--- src/rtl/lsu_issue_queue.sv ---
// In-order load/store issue queue: circular FIFO feeding a one-request-at-a-time LSU handshake.
// Optional macro LSU_IQ_BYPASS_EN lets an enqueue into an empty idle queue issue directly.
module lsu_issue_queue #(
    parameter int DEPTH = 4,
    parameter int XLEN  = 32
) (
    input  logic                   clk_i,
    input  logic                   reset_ni,
    input  logic                   enq_valid_i,
    output logic                   enq_ready_o,
    input  logic [XLEN-1:0]        enq_pc_i,
    input  logic [XLEN-1:0]        enq_inst_i,
    input  logic [XLEN-1:0]        enq_rs1_value_i,
    input  logic [XLEN-1:0]        enq_rs2_value_i,
    input  logic                   flush_i,
    input  logic                   lsu_busy_i,
    output logic                   lsu_request_o,
    output logic [XLEN-1:0]        pc_o,
    output logic [XLEN-1:0]        inst_o,
    output logic [XLEN-1:0]        rs1_value_o,
    output logic [XLEN-1:0]        rs2_value_o,
    output logic [$clog2(DEPTH):0] count_o
);

    localparam int PW  = $clog2(DEPTH);
    localparam int CW  = PW + 1;
    localparam int PLW = 4 * XLEN;
    localparam logic [CW-1:0] DEPTH_C = CW'(DEPTH);

    typedef enum logic [1:0] {IDLE, REQ, HOLD} state_e;

    state_e          state_q, state_d;
    logic [PW-1:0]   head_q, head_d;
    logic [PW-1:0]   tail_q, tail_d;
    logic [CW-1:0]   count_q, count_d;
    logic [PLW-1:0]  payload_q, payload_d;
    logic [PLW-1:0]  mem_q [DEPTH];

    logic [PLW-1:0]  enq_payload;
    logic            enq_fire;
    logic            enq_wr;
    logic            pop;
    logic            bypass;

    assign enq_payload = {enq_pc_i, enq_inst_i, enq_rs1_value_i, enq_rs2_value_i};
    // Readiness depends only on stored occupancy, never on a same-cycle pop.
    assign enq_ready_o = (count_q < DEPTH_C);
    assign enq_fire    = enq_valid_i && enq_ready_o && !flush_i;
    assign pop         = (state_q == IDLE) && (count_q != '0) && !lsu_busy_i && !flush_i;

`ifdef LSU_IQ_BYPASS_EN
    assign bypass = enq_fire && (state_q == IDLE) && (count_q == '0) && !lsu_busy_i;
`else
    assign bypass = 1'b0;
`endif

    // A bypassed entry goes straight to the output registers and never occupies storage.
    assign enq_wr = enq_fire && !bypass;

    always_comb begin
        state_d   = state_q;
        head_d    = head_q;
        tail_d    = tail_q;
        count_d   = count_q;
        payload_d = payload_q;
        if (flush_i) begin
            state_d = IDLE;
            head_d  = '0;
            tail_d  = '0;
            count_d = '0;
        end else begin
            case (state_q)
                IDLE:    if (pop || bypass) state_d = REQ;
                REQ:     state_d = HOLD;
                HOLD:    if (!lsu_busy_i) state_d = IDLE;
                default: state_d = IDLE;
            endcase
            if (enq_wr) tail_d = tail_q + PW'(1);
            if (pop)    head_d = head_q + PW'(1);
            count_d = count_q + CW'(enq_wr) - CW'(pop);
            if (pop)
                payload_d = mem_q[head_q];
            else if (bypass)
                payload_d = enq_payload;
        end
    end

    always_ff @(posedge clk_i or negedge reset_ni) begin
        if (!reset_ni) begin
            state_q   <= IDLE;
            head_q    <= '0;
            tail_q    <= '0;
            count_q   <= '0;
            payload_q <= '0;
        end else begin
            state_q   <= state_d;
            head_q    <= head_d;
            tail_q    <= tail_d;
            count_q   <= count_d;
            payload_q <= payload_d;
        end
    end

    always_ff @(posedge clk_i) begin
        if (enq_wr) mem_q[tail_q] <= enq_payload;
    end

    assign lsu_request_o = (state_q == REQ);
    assign count_o       = count_q;
    assign pc_o          = payload_q[4*XLEN-1:3*XLEN];
    assign inst_o        = payload_q[3*XLEN-1:2*XLEN];
    assign rs1_value_o   = payload_q[2*XLEN-1:XLEN];
    assign rs2_value_o   = payload_q[XLEN-1:0];

endmodule

--- config.mk ---
export PLATFORM = sky130hd
export DESIGN_NAME = lsu_issue_queue
export DESIGN_NICKNAME = d
export VERILOG_FILES = /design/src/rtl/lsu_issue_queue.sv
export SDC_FILE = /design/constraint.sdc
export NUM_CORES = 1
export LEC_CHECK = 0
export ABC_AREA = 1
export CAP_MARGIN = 10
export CORE_ASPECT_RATIO = 1.1
export CORE_MARGIN = 2
export CORE_UTILIZATION = 50
export DETAILED_ROUTE_END_ITERATION = 12
export PLACE_DENSITY = 0.72
export SYNTH_ARGS = -nofsm -noshare
export SYNTH_HDL_FRONTEND = slang
export SYNTH_SLANG_ARGS = --single-unit
--- constraint.sdc ---
create_clock -name clk_i -period 13.2 [get_ports clk_i]
set_clock_uncertainty 0.2 [all_clocks]
set_input_delay 1.98 -clock clk_i [delete_from_list [all_inputs] [get_ports clk_i]]
set_output_delay 1.98 -clock clk_i [all_outputs]
set_load 0.05 [all_outputs]
; ---- Yosys cells after proc, flatten, opt, wreduce, memory -nomap -nowiden
; Memory sizes are Yosys's and may differ from the RTL's. A register that Yosys moved wholly into a read port is not among the register bits.
; Index checks and enable logic that the tools add are counted.
[totals]
register_bits = 9
ramBits = 512
in_bits = 133
out_inout_bits = 133
wordCells = 40
mem_count = 1
[memory_table]
columns = name, words, word_bits, read_ports, rd_ports_with_merged_regs, write_ports, line_no
row1 = mem_q, 4, 128, 1, 1, 1, 37  ; logic [PLW-1:0] mem_q [DEPTH];
[op_classes]
n_addsub = 4
order_cmp = 1
n_eq_ne = 4
muxes = 11
n_bitwise = 1
n_reduce_logical = 14
[ops]
columns = cell, n
row1 = 2-bit 2-to-1 mux, 7
row2 = "3-bit != test, second input constant", 2
row3 = 2-bit one-hot mux with 3 select lines, 1
row4 = 1-bit logical AND, 5
row5 = "2-bit by 1-bit adder with 2-bit output, second input constant", 2
row6 = 2-bit AND reduction, 2
row7 = 2-bit nonzero test, 2
row8 = 3-bit by 1-bit adder with 3-bit output, 1
row9 = 1-bit logical NOT, 3
row10 = "3-bit less-than comparator, second input constant", 1
row11 = 3-bit 2-to-1 mux, 1
row12 = 3-bit nonzero test, 1
row13 = 3-bit by 1-bit subtractor with 3-bit output, 1
row14 = "2-bit by 1-bit equality test with 1-bit output, second input constant", 1
row15 = "2-bit equality test, second input constant", 1
row16 = 2-bit logical NOT, 1
row17 = 1-bit 2-to-1 mux, 2
row18 = 1-bit NOT, 1

; ---- Logic depth before layout (Yosys ltp)
[logic_depth]
word_depth = 7
mapped_depth = 13

; ---- Worst setup path after synthesis
; OpenSTA, ideal clock, no wires.
[synth_path]
path_type = input -> register
start = input flush_i
end = memory mem_q[0][0] (netlist bit) (enable)
setup_time_ns = 0.617
arrival_time_ns = 7.619
slack_ns = 4.763
stages = 3
path_buffers = 0
path_cell_list = inv_2 > nand3_1 > nor2_1
[synth_via]
elab_chain_cells = 4
[synth_lines]
columns = element, line_no
row1 = from (decl), 15  ; input logic flush_i,
row2 = 1-bit logical NOT, 48  ; assign enq_fire = enq_valid_i && enq_ready_o && !flush_i;
row3 = 1-bit logical AND, 48
row4 = 1-bit 2-to-1 mux, 105  ; if (enq_wr) mem_q[tail_q] <= enq_payload;
row5 = 1-bit 2-to-1 mux (not written as such), 105
row6 = to (decl), 37
; No other way between the ends.

; ---- Worst setup path in the final report
[layout_path]
start = input flush_i
end = memory mem_q[1][111] (netlist bit) (enable)
; Same word-level chain as after synthesis.

==> metrics.txt <==
status=finished, final reports clean; FP Rows=87; CP delay by family, top=buffers and inverters; Worst-Skew Late Latency=slightly below 600 ps; P_int=4.15 mW; Stages on worst setup path=6; Max-Cap Viols=0; Arrival @ worst endpoint=~5200 ps; CTS Hold Buffers Added=0; Final setup viols=0; Worst path most repeated cell=buf_4; CTS tree=yes; Die ar.=53100 µm²; Reg power frac=0.406; R2R setup slack=a little under 10000 ps; core outline area=slightly above 50000 µm²; Final #Nets=between 2000 and 3000; Area growth syn-to-layout=19.8%; Yosys reg bits=649; fmax=0.193 GHz; CP required=13200 ps; Slew HR=0.182; CTS buffer count=66; Tot GR Track Use=0.221; Hold Slack=roughly 270 ps; Sequential Area=roughly 19000 µm²; mapped cell area=approximately 26000 µm²; setup tns final=0 ps; unrepaired setup endpoints after global routing=no; reg-to-reg critical path endpoint=mem_q[1][111]$_DFFE_PP_; first-pass GRT wire length=between 80 and 90 mm; Synthesis Warnings=0; FF-to-FF path depth=5; hold depth=2; Hold WC Path Type=flop to flop; H-tree depth=3; distinct cell type count after synthesis=21; Leakage=~13 nW; vias in the first global route=roughly 16000; routability-driven placement congestion ratio=around 0.8; initial DRC count=1181; share of cells above drive strength 1=0.0506; Crit. End Element=flop; hold path startpoint=payload_q[37]$_DFFE_PN0P_; Hold EP=payload_q[37]$_DFFE_PN0P_; clk root buf=clkbuf_16; DRT Wirelength=58.1 mm; Initial Util=0.503; multi-input logic area=6080 µm²; pwr dens=roughly 210 nW/µm²; maximum vdd ir drop=0.000196 V; Die Y=around 240 µm; Mapped Cells=2362; power share of the combinational group=0.318; CP Buf/Inv Count=4; Fillers=~4000; post-cts resize count=0; fin. max-slew vios=0; Final Cycle Share=0.393; Vias=approximately 17000; antenna violations before repair=12; worst-margin pin slew=about 1200 ps; worst-path cell chain=clkdlybuf4s50_1 -> inv_2 -> nand3_1 -> nor2_4 -> buf_4 -> buf_4; fin cells=between 3000 and 4000; crit path from=flush_i; Sw Share=0.364; sequential share of the synthesized area=0.733; startpoint types=primary input; placed cell count=approximately 3200; vias per cell=around 5; Post-Synthesis Net Count=around 2500; CTS max path bufs=3; clk slew on worst S/H paths=approximately 60 ps; DR pass1 iterations=5; Overflow after GRT=0; largest net degree at the start of global routing=between 150 and 200; DPL Wire Length=around 32 mm; mean post-synth cell area=~11 µm²; CP max-delay cell=buf_4; buffers added on ports=about 270; crit path time final=between 5000 and 6000 ps; worst setup path category=primary input to flop; Sink Count=about 650; WL per Instance=~17 µm; P_sw=2.38 mW; crit path max fanout=68; setup bufs post-CTS=0; Fin. Hold Viols=0; Slowest Stage Delay on Critical Path=just under 900 ps; DRT antenna net count=0; die width=220 µm; clock power share=0.276; FF-to-FF Start=count_o[2]$_DFF_PN0_; DRC Markers=0; Top Ports=approximately 270
[cells in the final DEF (no fill, tap or decap), types with 3 or more instances in the layout]
cell type        instances
edfxtp_1               512
clkbuf_16               67
nor2_4                   6
ha_1                     6
nand2_1               1544
inv_2                    4
dfrtp_1                135
clkbuf_8                12
nand3_1                  6
clkbuf_1                15
clkdlybuf4s50_1        264
buf_4                   17
inv_1                   13
clkinv_2                 9
inv_6                    4
clkinv_1                 6
nor2_1                   8
diode_2                  3
[power groups by stage]
stage | sequential (mW) | combinational (mW) | clock (mW)
2_1_floorplan | 3.25 | 0.871 | 0
3_3_place_gp | 2.68 | 2.05 | 0
6_report | 2.65 | 2.08 | 1.81
3_5_place_dp | 2.69 | 2.09 | 0
4_1_cts | 2.65 | 2.10 | 1.84
5_1_grt | 2.68 | 2.27 | 1.92
[state kept, by name, summed over array words and instances (netlist names)]
name       flops
mem_q        512
payload_q    128
count_o        3
head_q         2
state_q        2
tail_q         2
[synth_stat cells]
cell type,count,area (µm²)
nand3_1,6,30.0
nor2_4,2,22.5
buf_4,7,52.6
o21ai_0,2,10.0
ha_1,6,75.1
a21oi_1,1,5.00
fa_1,1,20.0
nand2_2,2,12.5
edfxtp_1,512,15400
clkbuf_1,7,26.3
buf_6,24,270
dfrtp_1,137,3430
inv_1,14,52.6
xor2_1,1,8.76
buf_1,10,37.5
nor2_1,12,45.0
nand2_1,1544,5800
nand3_2,1,10.0
inv_2,5,18.8
nand4_1,2,12.5
buf_2,66,330
[worst register-to-register path: stages, from the launching register on]
cell	delay [ps]
dfrtp_1	400
inv_2	110
nand3_1	390
nor2_4	200
buf_4	830
buf_4	920
[worst max-delay path by stage]
stage                              end  slack, ps
4_1_cts         mem_q[1][21]$_DFFE_PP_       8010
6_report       mem_q[1][111]$_DFFE_PP_       8020
2_1_floorplan    mem_q[0][0]$_DFFE_PP_       4760
3_3_place_gp   mem_q[3][120]$_DFFE_PP_       7380
3_5_place_dp    mem_q[0][23]$_DFFE_PP_       7390
5_1_grt         mem_q[0][20]$_DFFE_PP_       7850
[layer usage]
layer  track usage  share of wire  wire (µm)
met3        0.0506          0.071       4090
met4        0.0779          0.024       1410
met5             0         0.0021        120
met1         0.292           0.43      24700
met2         0.361           0.48      27700
[cell type report]
class                   instances  area share
diodes                          3    0.000244
clock buffers                  94      0.0618
clock inverters                26     0.00725
inverters                      19     0.00265
multi-input cells            1580       0.198
flip-flops and latches        649       0.612
well taps                     667      0.0272
repair buffers                282      0.0905
[logic make-up (layout without fill, tap and decap cells)]
family / Yosys count / in the layout / share of synthesized area
compound gates: 3 / 3 / 0.000585
fa+ha+maj: 7 / 7 / 0.00371
flops: 649 / 649 / 0.733
simple gates: 1569 / 1569 / 0.231
other cells: 0 / 3 / 0
buf+inv: 133 / 421 / 0.0307
xor+xnor: 1 / 1 / 0.000342
[through the flow]
stage / cell area (µm²) / setup slack [ps] / utilization / total power [mW]
after floorplan: 25600 / 4760 / - / 4.13
after global placement: 28600 / 7380 / 0.561 / 4.73
after detailed placement: 28600 / 7390 / 0.561 / 4.78
after CTS: 30700 / 8010 / 0.603 / 6.59
after global routing: 30700 / 7850 / 0.603 / 6.87
final: 30700 / 8020 / 0.603 / 6.53
(Power assumes the default switching activity.)
